[src/rtl/gcd_binary_unit.sv]
// gcd_binary_unit: binary (Stein) GCD engine with valid/ready handshakes on
// both sides, zero-operand short-cut and a saturating per-operation cycle count.
//
// Ports:
//   clk        rising-edge clock
//   resetn     asynchronous active-low reset
//   in_valid   operand pair a_i/b_i valid
//   in_ready   unit idle, accepts an operand pair (decoded from state)
//   a_i, b_i   unsigned operands
//   out_valid  result valid, held until out_ready (decoded from state)
//   out_ready  consumer accepts result
//   gcd_o      gcd(A,B); gcd(0,x)=x, gcd(0,0)=0
//   zero_o     1 when A==0 or B==0
//   cycles_o   clocks from acceptance to out_valid rise, saturating
//   busy_o     1 in any state other than IDLE (decoded from state)
module gcd_binary_unit #(
    parameter int unsigned WIDTH = 16,
    parameter int unsigned CNT_W = 16
) (
    input  logic             clk,
    input  logic             resetn,
    input  logic             in_valid,
    output logic             in_ready,
    input  logic [WIDTH-1:0] a_i,
    input  logic [WIDTH-1:0] b_i,
    output logic             out_valid,
    input  logic             out_ready,
    output logic [WIDTH-1:0] gcd_o,
    output logic             zero_o,
    output logic [CNT_W-1:0] cycles_o,
    output logic             busy_o
);

    localparam int unsigned K_W = $clog2(WIDTH) + 1;

    typedef enum logic [2:0] {
        S_IDLE,
        S_STRIP,
        S_ODD,
        S_CMP,
        S_SHIFT,
        S_DONE
    } state_t;

    state_t           state, state_nx;
    logic [WIDTH-1:0] a, a_nx;
    logic [WIDTH-1:0] b, b_nx;
    logic [K_W-1:0]   k, k_nx;
    logic [CNT_W-1:0] cnt, cnt_nx, cnt_inc;
    logic [WIDTH-1:0] gcd_nx;
    logic             zero_nx;
    logic [CNT_W-1:0] cycles_nx;

    // Handshake/status flags are pure decodes of the state register.
    assign in_ready  = (state == S_IDLE);
    assign out_valid = (state == S_DONE);
    assign busy_o    = (state != S_IDLE);

    // Saturating increment; the count stops at all-ones.
    assign cnt_inc = (cnt == {CNT_W{1'b1}}) ? cnt : cnt + CNT_W'(1);

    // State and datapath registers.
    always_ff @(posedge clk or negedge resetn) begin
        if (!resetn) begin
            state    <= S_IDLE;
            a        <= '0;
            b        <= '0;
            k        <= '0;
            cnt      <= '0;
            gcd_o    <= '0;
            zero_o   <= 1'b0;
            cycles_o <= '0;
        end else begin
            state    <= state_nx;
            a        <= a_nx;
            b        <= b_nx;
            k        <= k_nx;
            cnt      <= cnt_nx;
            gcd_o    <= gcd_nx;
            zero_o   <= zero_nx;
            cycles_o <= cycles_nx;
        end
    end

    // Next-state and datapath update: one action per cycle.
    always_comb begin
        state_nx  = state;
        a_nx      = a;
        b_nx      = b;
        k_nx      = k;
        cnt_nx    = cnt;
        gcd_nx    = gcd_o;
        zero_nx   = zero_o;
        cycles_nx = cycles_o;

        unique case (state)
            S_IDLE: begin
                if (in_valid) begin
                    a_nx   = a_i;
                    b_nx   = b_i;
                    k_nx   = '0;
                    cnt_nx = CNT_W'(1);
                    if ((a_i == '0) || (b_i == '0)) begin
                        // gcd(0,x)=x; OR gives x (or 0 for both zero).
                        gcd_nx    = a_i | b_i;
                        zero_nx   = 1'b1;
                        cycles_nx = CNT_W'(1);
                        state_nx  = S_DONE;
                    end else begin
                        state_nx = S_STRIP;
                    end
                end
            end
            S_STRIP: begin
                cnt_nx = cnt_inc;
                // Pull out common factors of two; k remembers how many.
                if (!a[0] && !b[0]) begin
                    a_nx = a >> 1;
                    b_nx = b >> 1;
                    k_nx = k + K_W'(1);
                end else begin
                    state_nx = S_ODD;
                end
            end
            S_ODD: begin
                cnt_nx = cnt_inc;
                if (!a[0] || !b[0]) begin
                    if (!a[0]) a_nx = a >> 1;
                    if (!b[0]) b_nx = b >> 1;
                end else begin
                    state_nx = S_CMP;
                end
            end
            S_CMP: begin
                cnt_nx = cnt_inc;
                if (a == b) begin
                    state_nx = S_SHIFT;
                end else begin
                    if (a < b) b_nx = b - a;
                    else       a_nx = a - b;
                    state_nx = S_ODD;
                end
            end
            S_SHIFT: begin
                cnt_nx    = cnt_inc;
                gcd_nx    = a << k;
                zero_nx   = 1'b0;
                // Reported latency includes the entry clock into DONE.
                cycles_nx = cnt_inc;
                state_nx  = S_DONE;
            end
            S_DONE: begin
                if (out_ready) state_nx = S_IDLE;
            end
            default: state_nx = S_IDLE;
        endcase
    end

endmodule

[config.mk]
export PLATFORM = sky130hd
export DESIGN_NAME = gcd_binary_unit
export DESIGN_NICKNAME = d
export VERILOG_FILES = /design/src/rtl/gcd_binary_unit.sv
export SDC_FILE = /design/constraint.sdc
export NUM_CORES = 1
export LEC_CHECK = 0
export ABC_CLOCK_PERIOD_IN_PS = 8400
export CORE_ASPECT_RATIO = 1.2
export CORE_UTILIZATION = 54
export CTS_CLUSTER_SIZE = 10
export DETAILED_ROUTE_END_ITERATION = 16
export PLACE_DENSITY = 0.8
export SLEW_MARGIN = 40
export SYNTH_ARGS = -nofsm -noshare
export SYNTH_HDL_FRONTEND = slang
export SYNTH_SLANG_ARGS = --single-unit
[constraint.sdc]
create_clock -name clk -period 8.4 [get_ports clk]
set_clock_uncertainty 0.2 [all_clocks]
set_input_delay 1.68 -clock clk [delete_from_list [all_inputs] [get_ports clk]]
set_output_delay 1.68 -clock clk [all_outputs]
set_load 0.03 [all_outputs]
* Yosys cells after proc, flatten, opt, wreduce, memory -nomap -nowiden
Index checks and enable logic that the tools add are counted.
** Cells by class
- Add/subtract/negate cells :: 4
- $lt $le $gt $ge :: 1
- Equal/unequal tests :: 19
- Shift operators :: 1
- Muxes and demuxes :: 36
- Bitwise gates (word level) :: 1
- Reductions and logical operators :: 22
** Operator list (number)
- $mux W16 :: 18
- $pmux W16 S4 :: 2
- $pmux W16 S2 :: 3
- $logic_not A16 Y1 :: 2
- $sub A16 B16 Y16 :: 2
- $ne A2 B2 Y1 const B :: 10
- $mux W3 :: 6
- $pmux W3 S6 :: 1
- $add A16 B1 Y16 const B :: 1
- $eq A16 B16 Y1 :: 1
- $eq A16 B16 Y1 const B :: 1
- $lt A16 B16 Y1 :: 1
- $or A16 B16 Y16 :: 1
- $shl A16 B5 Y16 :: 1
- $reduce_and A7 Y1 :: 2
- $reduce_and A6 Y1 :: 2
- $mux W5 :: 2
- $pmux W5 S2 :: 1
- $eq A3 B2 Y1 const B :: 2
- $eq A3 B3 Y1 const B :: 2
- $reduce_and A3 Y1 :: 2
- $reduce_bool A2 Y1 :: 3
- $add A5 B1 Y5 const B :: 1
- $ne A2 B1 Y1 const B :: 2
- 12 further kinds :: 15
** Word-level totals
- Bits in registers :: 89
- Bits of input ports :: 36
- Word-level logic and storage cells :: 94

* Longest topological paths before layout
Gate-level depths: netlist of run 1.
- Depth in word-level cells :: 5
- Mapped depth :: 12
- Mapped depth without buffers :: 11

* Least setup slack after synthesis of run 1
OpenSTA, ideal clock, no wires.
- Kind :: input-to-reg
- Start point :: input port b_i[10]
- End point :: register gcd_o[11]
- Library setup time :: 0.136 ns
- Data arrival time :: 2.979 ns
- Path slack :: 5.085 ns
- Stages on the path :: 7
- Buffers on the path :: 1
- Cells stage by stage :: nor4_1 -> nand4_1 -> a21boi_0 -> o21ai_1 -> clkbuf_1 -> a22oi_1 -> o21ai_0
** Between the ends
- Longest elaborated chain between the ends :: 4
** RTL lines
- from (decl) :: line 25 : input logic [WIDTH-1:0] b_i,
- $logic_not A16 Y1 :: line 103 : if ((a_i == '0) || (b_i == '0)) begin
- $logic_or A1 B1 Y1 :: line 103
- $ne A2 B1 Y1 (no source line)
- $reduce_and A3 Y1 (no source line)
- to (signal assigned) :: line 79 : gcd_o <= gcd_nx;
- to (decl) :: line 28 : output logic [WIDTH-1:0] gcd_o,
Every way passes these cells.
A chain may end at the register's enable or synchronous reset.

* Worst setup path in the final report of run 1
- Start point :: register state[2]
- End point :: output port in_ready
** Between the ends
- Longest elaborated chain between the ends :: 1
** RTL lines
- from (decl) :: line 45 : state_t state, state_nx;
- from (signal assigned) :: line 74 : state <= state_nx;
- $logic_not A3 Y1 :: line 55 : assign in_ready = (state == S_IDLE);
- to (decl) :: line 23 : output logic in_ready,
Every way passes these cells.

==> results.sh, run 1 <==
export IMPL_via_per_inst=6.69
export IMPL_clk_pin_slew_ns=0.07
export IMPL_die_h_um=124
export IMPL_tns_ns=0
export IMPL_area_growth_pct=14.8
export IMPL_clock_latency_ns=0.35
export IMPL_antenna_cells=0
export IMPL_peakVddDrop_mv=0.260
export IMPL_drcViolationCount=0
export IMPL_maxSlewViolCount=0
export IMPL_reg2reg_slack_ns=4.73
export IMPL_sequentialPowerShare_pct=23.9
export IMPL_synthesis_nets=877
export IMPL_grt_max_degree=58
export IMPL_slew_headroom_pct=45.8
export IMPL_rsz0062_at_grt="no"
export IMPL_max_cap_viol_count=0
export IMPL_fin_nets=905
export IMPL_cellLeakagePower_nw=3.27
export IMPL_hold_viol=0
export IMPL_cts_setup_buffers=0
export IMPL_worst_slack_ns=4.13
export IMPL_final_cell_count_no_fill=998
export IMPL_cts_htree_levels=3
export IMPL_cp_startpoint="state[2]"
export IMPL_fin_crit_ns=4.27
export IMPL_dieArea_um2=12900
export IMPL_post_place_cells=982
export IMPL_outcome="complete, no violations"
export IMPL_fin_crit_sh_pct=50.8
export IMPL_worstPathMaxFanout=17
export IMPL_grt_pass1_wl_um=32300
export IMPL_cp_required_ns=6.52
export IMPL_ctsHoldBuffers=0
export IMPL_drt_pass1_iterations=10
export IMPL_die_w_um=104
export IMPL_rr_startpoint="a[12]"
export IMPL_dominantRegCellSynth="dfrtp_1"
export IMPL_core_um2=12100
export IMPL_clock_path_buffers=2
export IMPL_critPathLaunchType="register"
export IMPL_ys_seq_area_share_pct=33.1
export IMPL_ys_types=64
export IMPL_synth_edff_count=0
export IMPL_wl_per_cell_um=20.0
export IMPL_reg2reg_depth=9
export IMPL_cp_endpoint="in_ready"
export IMPL_num_rows=44
export IMPL_gr_total_overflow=0
export IMPL_tightest_slew_ns=0.810
export IMPL_syn_area_um2=6740
export IMPL_grt_use_total_pct=31.4
export IMPL_ys_warn_count=0
export IMPL_power_switching_mw=1.86
export IMPL_grt_pass1_vias=6217
export IMPL_async_flop_share_pct=100
export IMPL_hold_class="reg -> reg"
export IMPL_crit_arrival_ns=2.39
export IMPL_pwr_share_comb_pct=64.9
export IMPL_synth_cells=804
export IMPL_cts_root_buf="clkbuf_16"
export IMPL_finalSetupViolCount=0
export IMPL_port_buffers=71
export IMPL_hpwl_um=15100
export IMPL_p_clk_share_pct=11.2
export IMPL_path_class="reg -> out"
export IMPL_tritoncts="built"
export IMPL_globalplace_congestion=1.02
export IMPL_drive_gt1_share_pct=5.50
export IMPL_powerDensity_nw_per_um2=471
export IMPL_syn_avg_cell_area_um2=8.38
export IMPL_synth_seq_cells=89
export IMPL_wl_um=20000
export IMPL_swShare_pct=51.1
export IMPL_clock_fmax_ghz=0.234
export IMPL_internal_power_mw=1.78
export IMPL_antenna_left=0
export IMPL_pin_count=72
export IMPL_end_kind="output pin"
export IMPL_clkSinkCount=89
export IMPL_drtIter0Drc=939
export IMPL_place_ws_ns=4.03
export IMPL_vias=6672
export IMPL_cts_buffers=9
export IMPL_rr_endpoint="a[12]"
export IMPL_start_util_pct=55.6
export IMPL_grt_antenna_before_repair=0
export IMPL_cts_resized=0
[critical path, stage by stage, from the launching register on]
cell,delay [ns]
dfrtp_1,0.58
inv_1,0.42
nand2_1,0.20
inv_1,0.15
clkdlybuf4s50_1,0.68
[cell families after synthesis]
group	Yosys count	share of synthesized area (%)
XOR/XNOR	32	4.16
AO/OA/AOI/OAI	279	26.7
AND/OR/NAND/NOR	234	16.2
adder cells (fa/ha/maj)	37	7.09
multiplexers	31	6.33
flip-flops	89	33.1
buffers and inverters	102	6.54
[area by class of cell]
type                    count  area [um^2]
flip-flops and latches     89         2230
clock buffers               9          225
well taps                 161          201
inverters                  45          169
multi-input cells         613         4110
fillers                  1025         4380
repair buffers             74          731
clock inverters             7         71.3
[how the worst min path moves through the flow]
stage	to	cells past startpoint	startpoint
after detailed placement	gcd_o[1]	2	gcd_o[1]
after floorplan	cnt[5]	1	cnt[5]
after global routing	cycles_o[14]	2	cycles_o[14]
after CTS	gcd_o[1]	2	gcd_o[1]
after global placement	cycles_o[12]	2	cycles_o[12]
final	gcd_o[1]	2	gcd_o[1]
[Yosys cell counts, drive strengths merged (9+ instances only)]
cell type	instances	share of area [%]
a21oi	83	6.2
a222oi	22	3.3
a22oi	9	1.0
a31oi	10	0.93
and3	9	0.84
buf	24	2.2
clkbuf	33	1.8
dfrtp	89	33
ha	35	6.5
inv	45	2.5
mux2i	19	2.8
mux4	9	3.0
nand2	74	4.1
nand3	19	1.4
nand4	10	1.2
nor2	75	4.2
nor3	11	0.82
nor4	9	0.84
o21ai	79	5.9
o31ai	11	1.2
xnor2	20	2.6
xor2	12	1.6
[placed cells by master (no fill, tap or decap), drive strengths merged, types with 10 or more instances in the layout]
cell            n
inv            49
xor2           12
nor2           75
nor3           11
ha             35
mux2i          19
o31ai          11
dfrtp          89
o21ai          79
a31oi          10
nand2          74
xnor2          20
a222oi         22
nand3          19
clkdlybuf4s50  70
nand4          10
a21oi          83
[layer usage]
layer	GRT usage (%)	part of all wire (%)	wire length, um	up-vias
met4	15.0	4.8	956	0
li1	-	-	-	3025
met2	52.2	47	9430	416
met1	40.9	39	7770	3149
met5	0	0	0	-
met3	3.51	9.1	1820	82
[stage by stage]
step	power, mW	hold slack [ns]	utilization, %	cell area (um^2)
after floorplan	2.67	0.304	-	6740
after global placement	3.07	0.263	61.2	7410
after detailed placement	3.16	0.270	61.3	7430
after CTS	3.58	0.285	63.8	7720
after global routing	3.92	0.306	63.9	7730
final	3.64	0.277	63.9	7730
[power groups by stage]
stage / Combinational (mW) / Sequential [mW] / Clock, mW
floorplan: 1.90 / 0.770 / 0
global placement: 2.23 / 0.849 / 0
detailed placement: 2.29 / 0.866 / 0
CTS: 2.31 / 0.858 / 0.404
global route: 2.60 / 0.897 / 0.425
finish: 2.36 / 0.871 / 0.408
[flip-flops by register name (all words and copies together) (netlist names)]
signal,cells
b,16
a,16
cycles_o,16
k,5
state,3
zero_o,1
cnt,16
gcd_o,16
Power figures use the tool's default switching activity.
==> inputs of run 2 (changes only) <==
ABC_CLOCK_PERIOD_IN_PS = 4440   (was 8400)
clock period = 4.44 ns   (was 8.4 ns; I/O delays follow)
==> results.sh, run 2 (synthesized netlist as in run 1, its figures left out) <==
export IMPL_min_to="cycles_o[11]"
export IMPL_cts_buffers=9
export IMPL_powerDensity_nw_per_um2=896
export IMPL_die_h_um=124
export IMPL_grt_pass1_wl_um=33100
export IMPL_dieArea_um2=12900
export IMPL_finalSetupViolCount=0
export IMPL_core_um2=12100
export IMPL_cts_resized=0
export IMPL_cts_root_buf="clkbuf_16"
export IMPL_tritoncts="built"
export IMPL_max_cap_viol_count=0
export IMPL_fill_cells=1059
export IMPL_tns_ns=0
export IMPL_clock_path_buffers=2
export IMPL_cellLeakagePower_nw=3.29
export IMPL_outcome="complete, no violations"
export IMPL_cts_setup_buffers=0
export IMPL_start_util_pct=55.6
export IMPL_crit_arrival_ns=2.44
export IMPL_fin_crit_ns=3.53
export IMPL_hold_slack_ns=0.276
export IMPL_critPathLaunchType="register"
export IMPL_port_buffers=71
export IMPL_slew_headroom_pct=42.9
export IMPL_cts_htree_levels=3
export IMPL_gr_total_overflow=0
export IMPL_wl_per_cell_um=20.4
export IMPL_drive_gt1_share_pct=5.48
export IMPL_use_met1_pct=42.2
export IMPL_tightest_slew_ns=0.853
export IMPL_reg2reg_slack_ns=0.93
export IMPL_end_kind="output pin"
export IMPL_grt_antenna_before_repair=0
export IMPL_grt_use_total_pct=32.2
export IMPL_wl_um=20400
export IMPL_rr_endpoint="a[14]"
export IMPL_maxSlewViolCount=0
export IMPL_clk_pin_slew_ns=0.08
export IMPL_drcViolationCount=0
export IMPL_busiest_layer="met2"
export IMPL_fin_nets=907
export IMPL_layout_commonest_cell="dfrtp_1"
export IMPL_power_total_mw=6.93
export IMPL_clock_fmax_ghz=0.283
export IMPL_via_per_inst=6.54
export IMPL_pin_count=72
export IMPL_drtIter0Drc=1114
export IMPL_die_w_um=104
export IMPL_clock_latency_ns=0.35
export IMPL_reg2reg_depth=11
export IMPL_rr_startpoint="a[0]"
export IMPL_drt_pass1_iterations=6
export IMPL_fin_crit_sh_pct=79.5
export IMPL_grt_use_met3_pct=4.55
export IMPL_grt_pass1_vias=6260
export IMPL_grt_max_degree=77
export IMPL_antenna_left=0
export IMPL_cp_required_ns=3.35
export IMPL_clkSinkCount=89
export IMPL_rsz0062_at_grt="no"
export IMPL_final_cell_mix="88 x dfrtp_1, 81 x a21oi_1, 75 x o21ai_0, 74 x nor2_1, 74 x nand2_1"
export IMPL_peakVddDrop_mv=0.558
export IMPL_antenna_cells=0
export IMPL_worstPathMaxFanout=17
export IMPL_globalplace_congestion=1.00
export IMPL_grt_use_met2_pct=54.0
export IMPL_hold_depth=2
export IMPL_hold_viol=0
export IMPL_vias=6544
export IMPL_num_rows=44
export IMPL_worstHoldStart="cycles_o[11]"
export IMPL_area_growth_pct=14.9
export IMPL_path_class="reg -> out"
export IMPL_hpwl_um=15500
export IMPL_ctsHoldBuffers=0
export IMPL_hold_class="reg -> reg"
[run 2: cell types whose count changed in the layout (fill, tap and decap cells not counted)]
cell,change
a21oi_2,+1
a21oi_4,-1
buf_4,+1
buf_6,+1
clkinv_4,+3
clkinvlp_4,-2
inv_6,-1
nor2_1,+1
nor2_2,-1
nor3_1,+1
nor3_2,-1
[run 2: area by class of cell]
cell class              count  area [um^2]  share of cell area, %
well taps                 161          201                   2.60
clock inverters             7         73.8                  0.954
repair buffers             76          749                   9.68
flip-flops and latches     89         2230                   28.8
inverters                  45          169                   2.18
multi-input cells         613         4090                   52.9
clock buffers               9          225                   2.91
[run 2: worst max path at each step]
stage / end / cells after the start / slack (ns) / start
6_report: in_ready / 4 / 0.91 / state[2]
2_1_floorplan: a[14] / 11 / 1.70 / a[0]
3_5_place_dp: a[14] / 8 / 0.91 / in_valid
5_1_grt: a[14] / 9 / 0.80 / a[12]
4_1_cts: in_ready / 4 / 0.97 / state[2]
3_3_place_gp: a[14] / 8 / 1.0 / in_valid
[run 2: worst max-delay path: stages, from the launching register on]
cell and delay (ns):
dfrtp_1 0.58, inv_1 0.43, nand2_1 0.22, inv_1 0.17
clkdlybuf4s50_1 0.69
[run 2: report_power, final]
group          switching, mW  internal, mW  total, mW
sequential             0.531          1.12       1.65
clock                  0.381         0.398      0.779
combinational           2.64          1.86       4.50
[run 2: routing by layer]
| metal | vias to the layer above | wire, um |
|---|---|---|
| li1 | 3036 | - |
| met1 | 3127 | 8250 |
| met2 | 321 | 9960 |
| met3 | 60 | 1470 |
| met4 | 0 | 709 |
| met5 | - | 0 |
[run 2: stage by stage]
stage | std cells | setup WS, ns | instance area (um^2) | utilization (%)
2_1_floorplan | 804 | 1.70 | 6740 | -
3_3_place_gp | 984 | 0.999 | 7420 | 61.3
3_5_place_dp | 984 | 0.908 | 7440 | 61.4
4_1_cts | 1000 | 0.974 | 7740 | 63.9
5_1_grt | 1000 | 0.796 | 7740 | 63.9
6_report | 1000 | 0.911 | 7740 | 63.9
==> inputs of run 3 (changes only) <==
ABC_CLOCK_PERIOD_IN_PS = 3050   (was 4440)
CORE_UTILIZATION = 52   (was 54)
clock period = 3.05 ns   (was 4.44 ns; I/O delays follow)
==> results.sh, run 3 (synthesized netlist as in run 1, its figures left out) <==
export IMPL_outcome="complete, no violations"
export IMPL_rsz0062_at_grt="yes"
export IMPL_hpwl_um=15900
export IMPL_gr_total_overflow=0
export IMPL_wl_per_cell_um=19.2
export IMPL_cp_required_ns=3.08
export IMPL_max_cap_viol_count=0
export IMPL_fin_nets=976
export IMPL_path_common_cell="inv_1"
export IMPL_cp_startpoint="b[0]"
export IMPL_clock_latency_ns=0.35
export IMPL_drive_gt1_share_pct=12.7
export IMPL_num_rows=45
export IMPL_grt_antenna_before_repair=0
export IMPL_clock_fmax_ghz=0.335
export IMPL_clock_path_buffers=2
export IMPL_fill_cells=1049
export IMPL_dieArea_um2=13400
export IMPL_hold_class="in -> async"
export IMPL_worst_slack_ns=0.0685
export IMPL_reg2reg_depth=11
export IMPL_grt_use_total_pct=31.5
export IMPL_cts_htree_levels=3
export IMPL_slew_headroom_pct=48.0
export IMPL_layout_commonest_cell="dfrtp_1"
export IMPL_drcViolationCount=0
export IMPL_clkSinkCount=89
export IMPL_grt_pass1_vias=6383
export IMPL_maxSlewViolCount=0
export IMPL_place_ws_ns=-0.0616
export IMPL_area_growth_pct=23.1
export IMPL_path_class="reg -> reg"
export IMPL_crit_arrival_ns=3.01
export IMPL_powerDensity_nw_per_um2=1300
export IMPL_core_um2=12700
export IMPL_drtIter0Drc=869
export IMPL_die_w_um=106
export IMPL_post_place_cells=1053
export IMPL_drt_pass1_iterations=7
export IMPL_vias=6802
export IMPL_cts_buffers=9
export IMPL_ctsHoldBuffers=0
export IMPL_final_cell_count_no_fill=1072
export IMPL_crit_family="simple AND/OR/NAND/NOR gates"
export IMPL_end_kind="register"
export IMPL_globalplace_congestion=0.966
export IMPL_critPathBufInv=2
export IMPL_reg2reg_slack_ns=0.07
export IMPL_multiInputGateArea_um2=4090
export IMPL_worstPathMaxFanout=3
export IMPL_hold_viol=0
export IMPL_final_cell_mix="89 x dfrtp_1, 81 x a21oi_1, 76 x o21ai_0, 74 x nor2_1, 74 x nand2_1"
export IMPL_tritoncts="built"
export IMPL_tightest_slew_ns=0.780
export IMPL_port_buffers=71
export IMPL_rr_endpoint="b[14]"
export IMPL_fin_crit_ns=2.98
export IMPL_grt_max_degree=47
export IMPL_die_h_um=127
export IMPL_cp_depth=11
export IMPL_wl_um=20600
export IMPL_fin_crit_sh_pct=97.8
export IMPL_rr_startpoint="b[0]"
export IMPL_seq_area_um2=2230
export IMPL_cellLeakagePower_nw=3.63
export IMPL_finalSetupViolCount=0
export IMPL_peakVddDrop_mv=0.798
export IMPL_cpMaxStageDelayCell="fa_1"
export IMPL_clk_pin_slew_ns=0.08
export IMPL_start_util_pct=53.2
export IMPL_via_per_inst=6.35
export IMPL_antenna_left=0
export IMPL_cts_root_buf="clkbuf_16"
export IMPL_grt_pass1_wl_um=33000
export IMPL_cpPeakStageDelay_ns=0.41
export IMPL_pin_count=72
export IMPL_crit_chain="inv_1, ha_1, inv_1, fa_1, a21o_1, and4_1, or2_2, and2_1, o21ai_0, mux2i_1, a31oi_1"
export IMPL_critPathLaunchType="register"
export IMPL_antenna_cells=0
==> run 3: cell count changes in the layout (fill, tap and decap cells not counted), moves of 2 or more <==
| cell | previous run | this run |
|---|---|---|
| buf_4 | 5 | 72 |
| buf_12 | 0 | 3 |
| clkinv_4 | 3 | 1 |
| clkinvlp_4 | 0 | 2 |
==> run 3: per-layer routing <==
layer / vias to the layer above / wire length, um / global-route usage, % / part of all wire (%)
li1: 3174 / - / - / -
met3: 64 / 1840 / 4.88 / 9.0
met4: 0 / 988 / 15.8 / 4.8
met2: 366 / 9520 / 50.1 / 46
met1: 3198 / 8200 / 41.7 / 40
met5: - / 0 / 0 / 0
==> run 3: worst max-delay path by stage <==
stage | to | slack [ns]
final | b[14] | 0.07
after global routing | b[14] | -0.05
after CTS | a[14] | 0.07
after detailed placement | gcd_o[13] | -0.06
after global placement | gcd_o[8] | 0.01
after floorplan | a[14] | 0.31
==> run 3: metrics by stage <==
step	TNS [ns]	util (%)	instance area, um^2	power [mW]	hold WS, ns
after detailed placement	-0.767	62.8	7960	9.35	0.268
final	0	65.5	8290	10.8	0.0601
after floorplan	0	-	6740	7.35	0.114
after global placement	0	62.8	7960	9.28	0.262
after global routing	-0.247	65.5	8290	11.6	0.129
after CTS	0	65.2	8260	10.5	0.0905
==> run 3: repair_timing <==
action | 4_1_cts | 5_1_grt
endpoints found under the setup margin | 0 | 18
resized for setup | 0 | 2
buffers inserted | 0 | 3
==> run 3: report_power, final <==
group	switching [mW]	internal, mW	total, mW
registers	0.560	1.63	2.19
logic	4.17	3.30	7.47
clock network	0.551	0.579	1.13
total	5.29	5.51	10.8
==> run 3: area by class of cell <==
| cell class | instances | share of cell area, % |
|---|---|---|
| multi-input combinational | 613 | 49.3 |
| sequential | 89 | 26.9 |
| timing repair buffer | 145 | 15.7 |
| clock buffer | 9 | 2.72 |
| tap | 164 | 2.47 |
| inverter | 45 | 2.04 |
| clock inverter | 7 | 0.890 |
==> RTL change: new RTL, settings of run 3 <==
Change the parameter `WIDTH` from 16 to 8.
--- a/src/rtl/gcd_binary_unit.sv
+++ b/src/rtl/gcd_binary_unit.sv
@@ -15,5 +15,5 @@
 //   busy_o     1 in any state other than IDLE (decoded from state)
 module gcd_binary_unit #(
-    parameter int unsigned WIDTH = 16,
+    parameter int unsigned WIDTH = 8,
     parameter int unsigned CNT_W = 16
 ) (
Ports: changed (resized a_i, b_i and gcd_o); port bits go from 72 to 48. The function was not compared with the original's and may differ.
==> RTL change against run 3 <==
The flow now finishes with violations (hold timing). Sequential cell count shrank 25. Clock power shrank 43%. Cell area shrank 34%. Wire length shrank 36%. Count of clock-buffer cells in the layout grew 3. Register-to-register slack gained 110 ps. Power shrank 48%. Area after synthesis shrank 31%. Combinational power shrank 52%. Sequential power shrank 38%. Worst setup slack gained 110 ps. Utilization shrank 1.5 points.
==> RTL change: results (changes against run 3) <==
- Crit path launch: state[2]
- RD Place Congestion: 0.925 (-4.2%)
- Placed cell count: 689 (-35%)
- Xor and xnor area share after synthesis: 0.0302 (-0.0114)
- DP HPWL: 10.1 mm (-37%)
- Setup Fix Bufs, Post-CTS: 0 (unchanged)
- Asr flop ratio synth: 1.00 (unchanged)
- First-pass GRT wire length: 21.4 mm (-35%)
- Crit path to: in_ready
- Register-to-Register Path Depth: 7 (-4)
- Lkg Pwr: 2.36 nW (-35%)
- Post-layout net count: 624 (-36%)
- Mux cell area share after synthesis: 0.0775 (+0.0142)
- Vias in the first global route: 4272 (-33%)
- Max-slew headroom: 0.585 (+0.105)
- Clk_lat worst skew: 360 ps
- Distinct cells, synth: 62 (-3.1%)
- CTS Buf Count: 9 (unchanged)
- Post-Route WL: 13.1 mm (-36%)
- Outcome: finished with violations
- Reg-to-Reg End: a[7]
- Hold Fails Final Rpt: 23 (+23)
- Non-filler cells in the finished layout: 702 (-35%)
- Seq/Total Area, Yosys: 0.346 (+0.0150)
- Total Routing Usage GR: 0.302 (-0.0124)
- H-tree Lvls: 3 (unchanged)
- Iter 0 DRT Violations: 388 (-55%)
- Data arrival, critical path: 2070 ps (-940 ps)
- Adder-Cell Fraction of Synth Area: 0.0599 (-0.0110)
- Port Buf Inserts: 47 (-34%)
- Max incr delay on CP: 690 ps (+280 ps)
- Avg Cell Area, Syn: 8.79 µm² (+4.9%)
- Synth Net Count: 568 (-35%)
- Largest net degree at the start of global routing: 38 (-19%)
- Synth cell count leaders: 64 x dfrtp_1, 44 x o21ai_0, 42 x nor2_1, 36 x a21oi_1, 31 x nand2_1
- Fin Hold WS: -11.5 ps (-71.7 ps)
- Setup TNS: 0 ps (unchanged)
- CP max-delay cell: clkdlybuf4s50_1
- Synth Area in Compound Gates: 0.246 (-0.0210)
- Peak VDD IR: 0.576 mV (-28%)
- FF-to-FF setup slack: 180 ps (+110 ps)
- CTS resizes: 0 (unchanged)
- Critical-path maximum fanout: 6 (+3)
- Synth top area cells: dfrtp_1 35%, ha_1 5.1%, o21ai_0 4.8%
- ANT cells: 0 (unchanged)
- Drt first pass iters: 5 (-2)
- Vias post-DR: 4455 (-35%)
- CTS Root Cell: clkbuf_8
- Share of cells above drive strength 1: 0.106 (-0.0207)
- Hold Path Class: in2async
- Failing checks: hold timing
-- RTL change: worst max-delay path, delay by kind of cell, from the launching register on --
kind | cells | cell delay [ps]
buf+inv | 2 | 840
simple gates | 1 | 440
flops | 1 | 430
-- RTL change: how the worst min path moves through the flow --
| stage | depth (start not counted) | to | startpoint |
|---|---|---|---|
| floorplan | 0 | a[0] | resetn |
| global placement | 1 | cycles_o[2] | cycles_o[2] |
| detailed placement | 1 | cycles_o[2] | cycles_o[2] |
| CTS | 1 | state[1] | resetn |
| global route | 1 | state[1] | resetn |
| finish | 1 | state[1] | resetn |
-- RTL change: power breakdown --
group	internal [mW]	switching, mW
registers	1.09	0.265
logic	1.54	2.05
clock network	0.325	0.317
total	2.95	2.63
-- RTL change: through the flow --
step	setup slack, ps	total power, mW	cell area (µm²)
finish	174	5.59	5510
detailed placement	105	4.87	5340
global route	89.4	5.98	5510
global placement	146	4.80	5340
floorplan	365	3.82	4630
CTS	179	5.53	5500
-- RTL change: final cells by class --
class	count	area [µm²]
repair buffers	73	673
inverters	24	90.1
well taps	117	146
clock inverters	1	5.00
flip-flops and latches	64	1600
clock buffers	12	155
multi-input cells	411	2840
fillers	734	3100
-- RTL change: logic make-up after synthesis --
group,after synthesis
fa+ha+maj,21
simple gates,172
xor+xnor,16
compound gates,170
buf+inv,52
mux,32
flops,64
-- RTL change: metal layers --
layer / global-route usage / up-vias / share of wire
li1: - / 2102 / -
met2: 0.492 / 195 / 0.49
met4: 0.136 / 0 / 0.032
met1: 0.383 / 2124 / 0.42
met5: 0 / - / 0
met3: 0.0595 / 34 / 0.064
